<file path="src/rtl/burst_rx.sv">
// -----------------------------------------------------------------------------
// burst_rx
//
// Receives a modulated burst (a square wave around 13.5 MHz sampled with a
// 135 MHz clock). It timestamps the first rising edge, counts rising edges,
// checks every high phase and every inner low phase against a tolerance
// window, and ends the burst after a long run of low cycles. One result per
// burst is offered on a valid/ready output; a result that cannot be
// delivered because an earlier one is still held is dropped and flagged.
//
// Ports
//   clk          system clock
//   n_reset      synchronous, active-low reset
//   in           asynchronous burst input (synchronised internally)
//   ts_ready     consumer accepts the held result
//   ts_valid     a result is held on ts_data / pulse_count / burst_err
//   ts_data      counter value at the first rising edge of the burst
//   pulse_count  rising edges seen in the burst (saturates at 255)
//   burst_err    burst failed qualification (timing window or too few pulses)
//   overrun      one-cycle pulse when a finished burst's result was dropped
// -----------------------------------------------------------------------------
module burst_rx #(
  parameter int CLKS_PER_HALF_PERIOD = 5,
  parameter int HALF_PERIOD_TOL      = 1,
  parameter int MIN_PULSES           = 12,
  parameter int TIMEOUT_CYCLES       = 202,
  parameter int TS_WIDTH             = 18
) (
  input  logic                clk,
  input  logic                n_reset,
  input  logic                in,
  input  logic                ts_ready,
  output logic                ts_valid,
  output logic [TS_WIDTH-1:0] ts_data,
  output logic [7:0]          pulse_count,
  output logic                burst_err,
  output logic                overrun
);

  // Run counter must be able to hold the saturation value itself.
  localparam int RUN_W = $clog2(TIMEOUT_CYCLES + 1);

  localparam logic [RUN_W-1:0]    RUN_ZERO = {RUN_W{1'b0}};
  localparam logic [RUN_W-1:0]    RUN_ONE  = RUN_W'(2'd1);
  localparam logic [RUN_W-1:0]    RUN_MAX  = RUN_W'(TIMEOUT_CYCLES);
  localparam logic [RUN_W-1:0]    WIN_LO   = RUN_W'(CLKS_PER_HALF_PERIOD - HALF_PERIOD_TOL);
  localparam logic [RUN_W-1:0]    WIN_HI   = RUN_W'(CLKS_PER_HALF_PERIOD + HALF_PERIOD_TOL);
  localparam logic [7:0]          MIN_CNT  = 8'(MIN_PULSES);
  localparam logic [TS_WIDTH-1:0] TS_ZERO  = {TS_WIDTH{1'b0}};
  localparam logic [TS_WIDTH-1:0] TS_ONE   = TS_WIDTH'(2'd1);
  // The edge is seen two cycles after it reached the pin (two synchroniser
  // flops), so the timestamp is taken back by that amount.
  localparam logic [TS_WIDTH-1:0] TS_SYNC_LAT = TS_WIDTH'(2'd2);

  typedef enum logic [1:0] {
    IDLE = 2'd0,
    HIGH = 2'd1,
    LOW  = 2'd2,
    DONE = 2'd3
  } state_t;

  // A phase length is acceptable when it lies inside the tolerance window.
  function automatic logic in_window(input logic [RUN_W-1:0] run);
    in_window = (run >= WIN_LO) && (run <= WIN_HI);
  endfunction

  logic                sync1_r;
  logic                in_sync_r;
  logic                in_prev_r;
  logic                rise_s;
  logic                fall_s;

  logic [TS_WIDTH-1:0] ctr_r;

  state_t              state_r;
  state_t              state_next_s;
  logic [RUN_W-1:0]    run_r;
  logic [RUN_W-1:0]    run_next_s;
  logic [RUN_W-1:0]    run_inc_s;
  logic [7:0]          count_r;
  logic [7:0]          count_next_s;
  logic [7:0]          count_inc_s;
  logic                err_r;
  logic                err_next_s;
  logic [TS_WIDTH-1:0] start_ts_r;
  logic [TS_WIDTH-1:0] start_ts_next_s;
  logic                done_s;

  logic                load_s;
  logic                res_err_s;
  logic                ts_valid_r;
  logic [TS_WIDTH-1:0] ts_data_r;
  logic [7:0]          pulse_count_r;
  logic                burst_err_r;
  logic                overrun_r;

  // Two-flop synchroniser plus one history flop for edge detection. All reset
  // high so a line that is already high at reset release gives no rise.
  always_ff @(posedge clk) begin
    if (!n_reset) begin
      sync1_r   <= 1'b1;
      in_sync_r <= 1'b1;
      in_prev_r <= 1'b1;
    end else begin
      sync1_r   <= in;
      in_sync_r <= sync1_r;
      in_prev_r <= in_sync_r;
    end
  end

  assign rise_s = in_sync_r & ~in_prev_r;
  assign fall_s = ~in_sync_r & in_prev_r;

  // Free-running timestamp counter, wraps naturally.
  always_ff @(posedge clk) begin
    if (!n_reset) begin
      ctr_r <= TS_ZERO;
    end else begin
      ctr_r <= ctr_r + TS_ONE;
    end
  end

  assign run_inc_s   = (run_r >= RUN_MAX) ? RUN_MAX : (run_r + RUN_ONE);
  assign count_inc_s = (count_r == 8'hFF) ? 8'hFF : (count_r + 8'd1);

  // Burst tracking state: FSM state, phase run length, edge count, error flag
  // and start timestamp.
  always_ff @(posedge clk) begin
    if (!n_reset) begin
      state_r    <= IDLE;
      run_r      <= RUN_ZERO;
      count_r    <= 8'd0;
      err_r      <= 1'b0;
      start_ts_r <= TS_ZERO;
    end else begin
      state_r    <= state_next_s;
      run_r      <= run_next_s;
      count_r    <= count_next_s;
      err_r      <= err_next_s;
      start_ts_r <= start_ts_next_s;
    end
  end

  // Next-state logic. The run value seen on an edge cycle is the length of
  // the phase that just ended, because the edge cycle of that phase was
  // counted as 1.
  always_comb begin
    state_next_s    = state_r;
    run_next_s      = run_inc_s;
    count_next_s    = count_r;
    err_next_s      = err_r;
    start_ts_next_s = start_ts_r;
    done_s          = 1'b0;

    case (state_r)
      IDLE: begin
        run_next_s = RUN_ZERO;
        if (rise_s) begin
          start_ts_next_s = ctr_r - TS_SYNC_LAT;
          count_next_s    = 8'd1;
          err_next_s      = 1'b0;
          run_next_s      = RUN_ONE;
          state_next_s    = HIGH;
        end else begin
          state_next_s    = IDLE;
        end
      end

      HIGH: begin
        if (fall_s) begin
          if (!in_window(run_r)) begin
            err_next_s = 1'b1;
          end else begin
            err_next_s = err_r;
          end
          run_next_s   = RUN_ONE;
          state_next_s = LOW;
        end else if (run_inc_s == RUN_MAX) begin
          // Stuck high: flag it but keep waiting for the fall.
          err_next_s   = 1'b1;
          state_next_s = HIGH;
        end else begin
          state_next_s = HIGH;
        end
      end

      LOW: begin
        if (rise_s) begin
          if (!in_window(run_r)) begin
            err_next_s = 1'b1;
          end else begin
            err_next_s = err_r;
          end
          count_next_s = count_inc_s;
          run_next_s   = RUN_ONE;
          state_next_s = HIGH;
        end else if (run_inc_s == RUN_MAX) begin
          // This cycle completes the timeout run; the final low phase is
          // the terminator and is not window-checked.
          state_next_s = DONE;
        end else begin
          state_next_s = LOW;
        end
      end

      DONE: begin
        run_next_s   = RUN_ZERO;
        done_s       = 1'b1;
        state_next_s = IDLE;
      end

      default: begin
        run_next_s   = RUN_ZERO;
        state_next_s = IDLE;
      end
    endcase
  end

  assign res_err_s = err_r | (count_r < MIN_CNT);
  // A new result is taken when the holding slot is empty or is being emptied
  // in this very cycle.
  assign load_s    = done_s & (~ts_valid_r | ts_ready);

  // Result holding register with valid/ready handshake and overrun pulse.
  always_ff @(posedge clk) begin
    if (!n_reset) begin
      ts_valid_r    <= 1'b0;
      ts_data_r     <= TS_ZERO;
      pulse_count_r <= 8'd0;
      burst_err_r   <= 1'b0;
      overrun_r     <= 1'b0;
    end else if (load_s) begin
      ts_valid_r    <= 1'b1;
      ts_data_r     <= start_ts_r;
      pulse_count_r <= count_r;
      burst_err_r   <= res_err_s;
      overrun_r     <= 1'b0;
    end else begin
      if (ts_valid_r && ts_ready) begin
        ts_valid_r <= 1'b0;
      end else begin
        ts_valid_r <= ts_valid_r;
      end
      // done_s without load means the held result blocked this one.
      overrun_r <= done_s;
    end
  end

  assign ts_valid    = ts_valid_r;
  assign ts_data     = ts_data_r;
  assign pulse_count = pulse_count_r;
  assign burst_err   = burst_err_r;
  assign overrun     = overrun_r;

endmodule
</file>
<file path="config.mk">
export PLATFORM = sky130hd
export DESIGN_NAME = burst_rx
export DESIGN_NICKNAME = d
export VERILOG_FILES = /design/src/rtl/burst_rx.sv
export SDC_FILE = /design/constraint.sdc
export NUM_CORES = 1
export LEC_CHECK = 0
export CAP_MARGIN = 20
export CORE_MARGIN = 3
export CORE_UTILIZATION = 55
export CTS_BUF_LIST = sky130_fd_sc_hd__clkbuf_8
export DETAILED_ROUTE_END_ITERATION = 10
export PLACE_DENSITY = 0.76
export SLEW_MARGIN = 20
export SYNTH_ARGS = -nofsm -noshare
export SYNTH_HDL_FRONTEND = slang
export SYNTH_SLANG_ARGS = --single-unit
</file>
<file path="constraint.sdc">
create_clock -name clk -period 4 [get_ports clk]
set_clock_uncertainty 0.1 [all_clocks]
set_input_delay 0.8 -clock clk [delete_from_list [all_inputs] [get_ports clk]]
set_output_delay 0.8 -clock clk [all_outputs]
set_load 0.01 [all_outputs]
</file>
* Yosys cells after proc, flatten, opt, wreduce, memory -nomap -nowiden
Cells that the tools add are included.
** Operators by class
- Add/subtract/negate cells :: 4
- Order comparisons :: 4
- Eq/ne operators :: 8
- Muxes and demuxes :: 23
- Bitwise gates (word level) :: 9
- Reduce and logical (&&, ||, !) cells :: 10
** Operators by type and width (count)
- 8-bit two-way mux :: 6
- 8-bit one-hot mux with 4 select lines :: 1
- 18-bit by 1-bit adder with 18-bit output (second input constant) :: 1
- 18-bit by 2-bit subtractor with 18-bit output (second input constant) :: 1
- 8-bit by 1-bit adder with 8-bit output (second input constant) :: 2
- 8-bit == test (second input constant) :: 2
- 8-bit one-hot mux with 2 select lines :: 1
- 1-bit two-way mux :: 11
- 8-bit by 3-bit >= comparator with 1-bit output (second input constant) :: 1
- 8-bit >= comparator (second input constant) :: 1
- 8-bit by 3-bit less-or-equal comparator with 1-bit output (second input constant) :: 1
- 8-bit by 4-bit less-than comparator with 1-bit output (second input constant) :: 1
- 2-bit one-hot mux with 4 select lines :: 1
- 2-bit == test (second input constant) :: 2
- 2-bit two-way mux :: 2
- 2-bit inequality test (second input constant) :: 2
- 1-bit inverter :: 4
- 4-bit AND reduction :: 1
- 2-bit nonzero test :: 2
- 1-bit bitwise AND :: 3
- 3-bit inequality test (second input constant) :: 1
- 1-bit one-hot mux with 3 select lines :: 1
- 3-bit AND reduction :: 1
- 3-bit nonzero test :: 1
- other kinds (6) :: 8
** Storage, ports and cells
- Register bits after elaboration :: 87
- Bits of input ports :: 4
- Word-level logic and storage cells :: 72

* Logic depth before layout (Yosys ltp)
Gate-level depths: netlist of the first run.
- Word-level depth :: 6
- Gate-level depth with buffers :: 8
- Mapped depth without buffers :: 7

* Worst setup path before layout of the first run
Ideal clock, no wire load.
- Kind :: register to register
- Start :: register ctr_r[2]
- End :: register start_ts_r[13]
- Library setup time :: 0.086 ns
- Arrival time :: 1.839 ns
- Data required time :: 3.814 ns
- Setup slack :: 1.975 ns
- Cell stages (with the launch flop) :: 9
- Path buffers :: 1
- Period minus slack after synthesis :: 2.025 ns
- Path through :: dfxtp_1 -> clkbuf_1 -> inv_1 -> ha_1 -> nor3b_2 -> nand2_1 -> or4_1 -> xnor2_1 -> a211oi_1
** Between the ends
- Cells in the longest elaborated chain, start to end :: 1
** Ends and longest elaborated chain
- start: declaration :: RTL line 73 : logic [TS_WIDTH-1:0] ctr_r;
- start signal: assignment :: RTL line 119 : ctr_r <= ctr_r + TS_ONE;
- 18-bit by 2-bit subtractor with 18-bit output :: RTL line 159 : start_ts_next_s = ctr_r - TS_SYNC_LAT;
- end signal: assignment :: RTL line 140 : start_ts_r <= start_ts_next_s;
- end: declaration :: RTL line 85 : logic [TS_WIDTH-1:0] start_ts_r;
Every way passes these cells.
A chain may end at the register's enable or synchronous reset.

==> results of run 1 <==
## final cells by class
class	count	share of cell area (%)
clock buffer	9	2.76
clock inverter	7	1.26
inverter	14	1.17
multi-input combinational	350	46.0
sequential	87	38.9
tap	96	2.68
timing repair buffer	33	7.31
## how the worst min path moves through the flow
stage,start,end,depth (start not counted)
after floorplan,sync1_r,in_sync_r,1
after global placement,sync1_r,in_sync_r,1
after detailed placement,sync1_r,in_sync_r,1
after CTS,sync1_r,in_sync_r,1
after global routing,sync1_r,in_sync_r,1
final,sync1_r,in_sync_r,1
## cells in the mapped netlist (2+ instances only)
library cell  instances
nand2b_1             10
a311oi_1              2
dfxtp_1              87
nand3_1              12
nand4_1               5
nor3_1                5
nor4_2                3
o21ai_0              15
buf_1                 2
clkbuf_1             16
nor2_1               59
nor4_1                4
a31oi_1               5
and2_1                3
or4_1                 3
mux2i_1               2
and3_1                5
buf_4                 2
or3_1                 4
buf_2                 3
a21oi_1              48
xor2_1               12
inv_1                14
a211oi_1             13
o31ai_1               2
buf_6                 3
nand2_1              76
nor2b_1               2
ha_1                 12
nand3b_1              2
o31a_1                2
xnor2_1              20
and4_1                2
## worst register-to-register path: cells and delay by family, from the launching register on
family / cells / cell delay [ns]
buf+inv: 1 / 0.08
flops: 1 / 0.49
compound gates: 1 / 0.22
mux: 1 / 0.19
simple gates: 2 / 0.68
fa+ha+maj: 1 / 0.31
## sequential cells by signal, summed over array words and instances, names as in the netlist
name	flops
ctr_r	18
start_ts_r	18
ts_data	18
count_r	8
pulse_count	8
run_r	8
state_r	2
burst_err	1
err_r	1
in_prev_r	1
in_sync_r	1
overrun	1
sync1_r	1
ts_valid	1
## stage by stage
stage	hold WS [ns]	util [%]
2_1_floorplan	0.286	-
3_3_place_gp	0.289	62.3
3_5_place_dp	0.304	62.3
4_1_cts	0.325	64.9
5_1_grt	0.331	64.9
6_report	0.329	64.9
## cell families (layout without fill, tap and decap cells)
logic type | Yosys count | after routing | share of synthesized area (%)
AND/OR/NAND/NOR | 208 | 208 | 25.5
XOR/XNOR | 32 | 32 | 7.01
adder cells (fa/ha/maj) | 12 | 12 | 3.75
flip-flops | 87 | 87 | 43.5
buffers and inverters | 42 | 63 | 4.97
multiplexers | 2 | 2 | 0.500
AO/OA/AOI/OAI | 96 | 96 | 14.8
## routing by layer
metal / wire [µm] / vias up / track usage, %
met3: 371 / 10 / 4.14
met1: 3830 / 1433 / 27.2
met5: 0 / - / 0
met4: 108 / 0 / 7.04
met2: 3510 / 82 / 30.8
li1: - / 1670 / -
## report_power, final
group,internal (µW),total (µW),leakage [µW],switching (µW)
Combinational,39.2,91.8,0.000736,52.6
Sequential,876,889,0.000703,12.3
Clock,232,559,0.0000902,327
==> impl_metrics.yaml, run 1 <==
outcome:
  status: "finished clean"
placed_design:
  place_inst: 580
  io_buffers: 32
  hpwl_um: 5390
  placed_area_mm2: 0.00430
  dp_worst_setup_slack_ns: 1.22
  gp_congestion: 0.864
layout:
  fillers: 620
  nNetsFinal: 511
  diodes: 0
  layout_commonest_cell: "dfxtp_1"
  multi_input_comb_area_mm2: 0.00206
  final_area_mm2: 0.00448
  final_cell_mix: "dfxtp_1, nand2_1, nor2_1, a21oi_1, clkdlybuf4s50_1"
  synthToLayoutAreaGrowth_pct: 12.1
  seq_area_mm2: 0.00174
  fin_cells: 596
  drive_gt1_share_pct: 6.80
timing:
  finalCritPeriodShare_pct: 60.1
  fin_crit_ns: 2.41
  grt_setup_unrepaired: "no"
  fin_setup_tns_ns: 0
  worst_pin_slew_ns: 0.947
  fin_ws_ns: 1.59
  setup_viol: 0
  slew_headroom_pct: 36.8
  drv_slew: 0
  hold_violations: 0
  clock.fmax_mhz: 416
logic_synthesis:
  netlist_instances: 479
  synthArstFlopShare_pct: 0
  syn_area_per_cell_um2: 8.35
  synth_edf_count: 0
  synth_fp_nets: 495
  synth_area_leader_cell: "dfxtp_1"
  ys_seq_area_share_pct: 43.5
  ys_seq_elements: 87
  synth_top_area_share_pct: 43.5
  ys.flop_type: "dfxtp_1"
  yosys-top-cells-area: "dfxtp_1, nand2_1, a21oi_1"
  synthDistinctLibCells: 57
  synth.cell_area_mm2: 0.00400
  ys_warn_count: 0
min_path:
  hp-class: "flip-flop to flip-flop"
setup_path:
  crit_type: "primary input to flip-flop"
  r2r-start: "run_r[0]"
  crit_chain: "clkdlybuf4s50_1 > inv_2 > or4_1 > nand2b_1 > nor2_1"
  cp-endpoint: "run_r[4]"
  cp_slowest_cell: "clkdlybuf4s50_1"
  arrival_ns: 2.59
  r2r_end: "err_r"
  critPathLaunchType: "primary input"
  cp.buffers_inverters: 2
  critical-path-max-stage-delay_ns: 0.77
  path_delay_family: "simple AND/OR/NAND/NOR gates"
  critPathRequiredTime_ns: 4.19
  cp_max_fo: 14
  r2r_cells: 6
  end_kind: "flip-flop"
  rrSetupSlack_ns: 1.85
  cp-startpoint: "n_reset"
  crit_cells: 5
clocking:
  clkTransAtPathRegs_ns: 0.08
  htreeDepth: 3
  worstSkewPairLatency_ns: 0.35
  cts.sinks: 87
  cts_buffers: 9
  cts_resized: 0
  clockRootBuffer: "clkbuf_8"
  clock_path_buffers: 2
  tritoncts: "built"
  post_cts_buffers: 0
  cts_hold_buf: 0
global_routing:
  grt_overflow: 0
  grt_pass1_vias: 3017
  grt_max_degree: 68
  grt_antenna_before_repair: 0
  grt_pass1_wl_um: 13700
  track_usage_pct: 19.8
power_and_ir_drop:
  power_density_mw_per_mm2: 343
  finalPower_uw: 1540
  vdd_drop_max_mv: 0.180
  leakagePower_uw: 0.00153
floorplan:
  start_util_pct: 57.9
  rows: 30
  die_area_mm2: 0.00833
  io_pins: 33
  dieWidth_um: 91.3
  die_h_um: 91.3
  core_area_mm2: 0.00691
routing:
  drt_iter0_drc: 185
  routedWlPerCell_um: 13.1
  dr.pass1.iters: 4
  wl_um: 7820
  num_vias: 3195
  ant_nets: 0
  viasPerCell: 5.36
  drc_errors: 0
flow_run:
  timing.max_cap.violations: 0
No activity file was read; power rests on OpenSTA's default activity.
==> run 2, diff against run 1 <==
--- a/config.mk
+++ b/config.mk
@@ -7,10 +7,10 @@
 export LEC_CHECK = 0
 export CAP_MARGIN = 20
 export CORE_MARGIN = 3
-export CORE_UTILIZATION = 55
+export CORE_UTILIZATION = 54
 export CTS_BUF_LIST = sky130_fd_sc_hd__clkbuf_8
 export DETAILED_ROUTE_END_ITERATION = 10
-export PLACE_DENSITY = 0.76
+export PLACE_DENSITY = 0.78
 export SLEW_MARGIN = 20
 export SYNTH_ARGS = -nofsm -noshare
 export SYNTH_HDL_FRONTEND = slang
==> constraint.sdc (replaced) <==
create_clock -name clk -period 2.09 [get_ports clk]
set_clock_uncertainty 0.1 [all_clocks]
set_input_delay 0.418 -clock clk [delete_from_list [all_inputs] [get_ports clk]]
set_output_delay 0.418 -clock clk [all_outputs]
set_load 0.01 [all_outputs]
==> run 2 against run 1 <==
Final cell count increased by 2.7%. Count of clock-buffer cells in the layout unchanged. Register-to-register slack got worse by 1.8 ns. Global-route usage increased by 0.12 points. Via count increased by 4.7%. Non-clock buffer count increased by 16. Hold slack improved by 0.0025 ns. Utilization increased by 2.0 points. Power increased by 110%. Sequential share of layout area decreased by 1.6 points. First-iteration DRC count decreased by 23%. Routed wire length increased by 4.4%. Critical path type is now flip-flop to flip-flop. Critical endpoint is now err_r. Largest cell class unchanged.
==> impl_metrics.yaml, run 2 (synthesis gave the netlist of run 1 again) <==
timing:
  grt_setup_unrepaired: "no"
  fin_ws_ns: 0.0980
  fin_crit_ns: 1.99
  setup_viol: 0
  worst_pin_slew_ns: 0.452
  drv_slew: 0
  hold_violations: 0
  fin_setup_tns_ns: 0
  clock.fmax_mhz: 502
  finalCritPeriodShare_pct: 95.3
  slew_headroom_pct: 69.8
clocking:
  clkTransAtPathRegs_ns: 0.08
  cts.sinks: 87
  clockRootBuffer: "clkbuf_8"
  htreeDepth: 3
  cts_resized: 0
  clock_path_buffers: 2
  cts_buffers: 9
  cts_hold_buf: 0
  post_cts_buffers: 0
  worstSkewPairLatency_ns: 0.35
  tritoncts: "built"
layout:
  drive_gt1_share_pct: 9.50
  multi_input_comb_area_mm2: 0.00206
  final_cell_mix: "dfxtp_1, nand2_1, nor2_1, a21oi_1, clkdlybuf4s50_1"
  fillers: 580
  diodes: 0
  nNetsFinal: 527
  fin_cells: 612
  final_area_mm2: 0.00467
  layout_commonest_cell: "dfxtp_1"
  synthToLayoutAreaGrowth_pct: 16.8
  seq_area_mm2: 0.00174
placed_design:
  hpwl_um: 5810
  dp_worst_setup_slack_ns: 0.119
  placed_area_mm2: 0.00445
  io_buffers: 32
  place_inst: 596
  gp_congestion: 0.874
routing:
  wl_um: 8160
  routedWlPerCell_um: 13.3
  viasPerCell: 5.47
  ant_nets: 0
  drt_iter0_drc: 142
  dr.pass1.iters: 5
  num_vias: 3345
  drc_errors: 0
floorplan:
  die_h_um: 92.1
  rows: 30
  io_pins: 33
  core_area_mm2: 0.00698
  start_util_pct: 57.3
  dieWidth_um: 92.1
  die_area_mm2: 0.00848
power_and_ir_drop:
  vdd_drop_max_mv: 0.319
  comb_power_share_pct: 6.3
  p_sw_uw: 725
  power.internal_uw: 2450
  finalPower_uw: 3180
  seq_power_share_pct: 53.3
  p_clk_share_pct: 40.4
  power.share.switching_pct: 22.8
  leakagePower_uw: 0.00164
  power_density_mw_per_mm2: 680
global_routing:
  track_usage_pct: 19.9
  grt_pass1_wl_um: 13800
  grt_antenna_before_repair: 0
  grt_overflow: 0
  grt_max_degree: 68
  grt_pass1_vias: 3076
setup_path:
  r2r_end: "err_r"
  rrSetupSlack_ns: 0.1
  end_kind: "flip-flop"
  crit_type: "flip-flop to flip-flop"
  critPathLaunchType: "flip-flop"
  r2r_cells: 7
  critPathRequiredTime_ns: 2.27
  arrival_ns: 2.17
  r2r-start: "state_r[0]"
  cp_max_fo: 4
outcome:
  status: "finished clean"
min_path:
  hp-start: "sync1_r"
  worstHoldEndpoint: "in_sync_r"
  worstHoldPathCells: 1
  hp-class: "flip-flop to flip-flop"
flow_run:
  timing.max_cap.violations: 0
## run 2: cell types whose count changed in the layout (fill, tap and decap cells not counted), sizes merged
cell,previous run,this run
clkinv,4,2
bufinv,0,2
buf,1,17
## run 2: layer usage
metal | track usage [%] | up-vias | wire length, µm
met4 | 8.66 | 0 | 178
met5 | 0 | - | 0
met2 | 32.5 | 92 | 3780
li1 | - | 1705 | -
met1 | 26.1 | 1528 | 3820
met3 | 3.04 | 20 | 388
## run 2: final cells by class
type                       count  area share, %
clock buffer                   9           2.65
clock inverter                 7           2.20
inverter                      14           1.12
multi-input combinational    350           44.1
sequential                    87           37.3
tap                           96           2.57
timing repair buffer          49           10.1
## run 2: per-stage QoR
stage,util (%),hold slack (ns)
global route,66.9,0.355
finish,66.9,0.332
CTS,66.9,0.330
global placement,63.7,0.292
detailed placement,63.7,0.305
floorplan,-,0.286
## run 2: power by group through the flow
stage,Sequential (µW),Clock (µW),Combinational [µW]
floorplan,1730,0,145
global placement,1730,0,197
detailed placement,1730,0,201
CTS,1690,1310,202
global route,1700,1380,226
finish,1690,1280,200
## run 2: worst max-delay path by stage
stage	to	cells past startpoint	start
after global routing	err_r	7	state_r[0]
final	err_r	7	state_r[0]
after floorplan	start_ts_r[13]	8	ctr_r[2]
after CTS	err_r	7	state_r[0]
after global placement	run_r[5]	5	n_reset
after detailed placement	run_r[4]	5	n_reset
## run 2: critical path: stages, from the launching register on
cell and delay [ns]:
dfxtp_1 0.41, inv_1 0.11, ha_1 0.24, nor2_1 0.10, nor2_1 0.06, or4b_1 0.48
o31ai_2 0.22, mux2i_1 0.20
==> run 3, diff against run 2 <==
--- a/config.mk
+++ b/config.mk
@@ -10,6 +10,7 @@
 export CORE_UTILIZATION = 54
 export CTS_BUF_LIST = sky130_fd_sc_hd__clkbuf_8
 export DETAILED_ROUTE_END_ITERATION = 10
+export GPL_TIMING_DRIVEN = 0
 export PLACE_DENSITY = 0.78
 export SLEW_MARGIN = 20
 export SYNTH_ARGS = -nofsm -noshare
==> run 3 against run 2 <==
Global-route usage rose by 1.5 points. Non-clock buffer count up 13. Highest routed layer unchanged. Register-to-register slack worse by 0.05 ns. Largest cell class unchanged. Via count rose by 1.2%. Final cell count up 2.1%. Utilization grew 0.50 points. Die area is the same.
==> impl_metrics.yaml, run 3 (synthesis gave the netlist of run 1 again) <==
outcome:
  status: "finished clean"
timing:
  finalCritPeriodShare_pct: 97.6
  fin_crit_ns: 2.04
  clock.fmax_mhz: 490
  fin_setup_tns_ns: 0
  hold_violations: 0
  drv_slew: 0
  slew_headroom_pct: 63.2
  grt_setup_unrepaired: "no"
  worst_pin_slew_ns: 0.552
  setup_viol: 0
clocking:
  cts_hold_buf: 0
  worstSkewPairLatency_ns: 0.37
  clockRootBuffer: "clkbuf_8"
  clkTransAtPathRegs_ns: 0.09
  cts.sinks: 87
  tritoncts: "built"
  htreeDepth: 3
  cts_buffers: 9
  clock_path_buffers: 2
routing:
  drt_iter0_drc: 146
  ant_nets: 0
  viasPerCell: 5.41
  wl_um: 8700
  dr.pass1.iters: 5
  routedWlPerCell_um: 13.9
  num_vias: 3384
  drc_errors: 0
setup_path:
  crit_type: "flip-flop to flip-flop"
  cp_max_fo: 6
  end_kind: "flip-flop"
  critPathLaunchType: "flip-flop"
  critPathRequiredTime_ns: 2.29
  arrival_ns: 2.24
floorplan:
  die_h_um: 92.1
  die_area_mm2: 0.00848
  dieWidth_um: 92.1
  io_pins: 33
  start_util_pct: 57.3
  rows: 30
  core_area_mm2: 0.00698
flow_run:
  timing.max_cap.violations: 0
layout:
  synthToLayoutAreaGrowth_pct: 17.7
  diodes: 0
  final_cell_mix: "dfxtp_1, nand2_1, nor2_1, a21oi_1, clkdlybuf4s50_1"
  drive_gt1_share_pct: 11.0
  layout_commonest_cell: "dfxtp_1"
  nNetsFinal: 540
power_and_ir_drop:
  vdd_drop_max_mv: 0.355
  p_sw_uw: 784
  power.internal_uw: 2220
  leakagePower_uw: 0.00164
  p_clk_share_pct: 36.3
  power_density_mw_per_mm2: 639
  seq_power_share_pct: 56.4
  finalPower_uw: 3010
  power.share.switching_pct: 26.1
  comb_power_share_pct: 7.2
global_routing:
  grt_antenna_before_repair: 0
  track_usage_pct: 21.4
  grt_overflow: 0
  grt_pass1_vias: 3196
  grt_pass1_wl_um: 14800
  grt_max_degree: 17
placed_design:
  io_buffers: 32
  gp_congestion: 0.906
  hpwl_um: 6100
min_path:
  hp-class: "flip-flop to flip-flop"
run 3: power groups by stage:
stage	clock, µW	sequential (µW)	combinational [µW]
global placement	0	1730	183
CTS	1110	1700	205
detailed placement	0	1740	188
global route	1180	1700	239
floorplan	0	1730	145
finish	1090	1700	218
run 3: worst paths after layout:
check | start | endpoint | slack [ns] | depth (start not counted)
setup / recovery | run_r[0] | err_r | 0.05 | 6
hold / removal | sync1_r | in_sync_r | 0.32 | 1
setup reg to reg | run_r[0] | err_r | 0.05 | 6
hold reg to reg | sync1_r | in_sync_r | 0.32 | 1
run 3: routing by layer:
metal | vias up | global-route usage [%] | wire length [µm]
met3 | 11 | 3.94 | 441
li1 | 1723 | - | -
met1 | 1569 | 28.4 | 4120
met4 | 0 | 7.92 | 119
met5 | - | 0 | 0
met2 | 81 | 34.7 | 4020
run 3: repair_timing:
item	in CTS	in global routing
setup buffers	2	2
pin swaps	0	1
gates cloned	0	0
setup endpoints to repair	5	16
gates resized for setup	5	17
run 3: worst max-delay path, cell delays in order, from the launching register on:
cell	delay (ns)
dfxtp_4	0.40
inv_1	0.05
ha_1	0.31
nand2b_4	0.15
or4b_4	0.52
o31ai_4	0.24
mux2i_1	0.19
run 3: layout make-up:
cell class	instances	area, µm²
fillers	585	2270
repair buffers	36	350
well taps	96	120
flip-flops and latches	87	1750
inverters	14	52.6
clock inverters	7	56.3
multi-input cells	350	2110
clock buffers	9	124
plain buffers	26	145
run 3: metrics by stage:
stage	setup WS [ns]	cell area [µm²]	hold slack [ns]	cells	utilization, %
2_1_floorplan	0.0651	4000	0.286	479	-
3_3_place_gp	-0.190	4440	0.289	607	63.6
3_5_place_dp	-0.243	4440	0.300	607	63.6
4_1_cts	0.0296	4650	0.320	624	66.5
5_1_grt	0.00865	4710	0.368	625	67.4
6_report	0.0499	4710	0.320	625	67.4
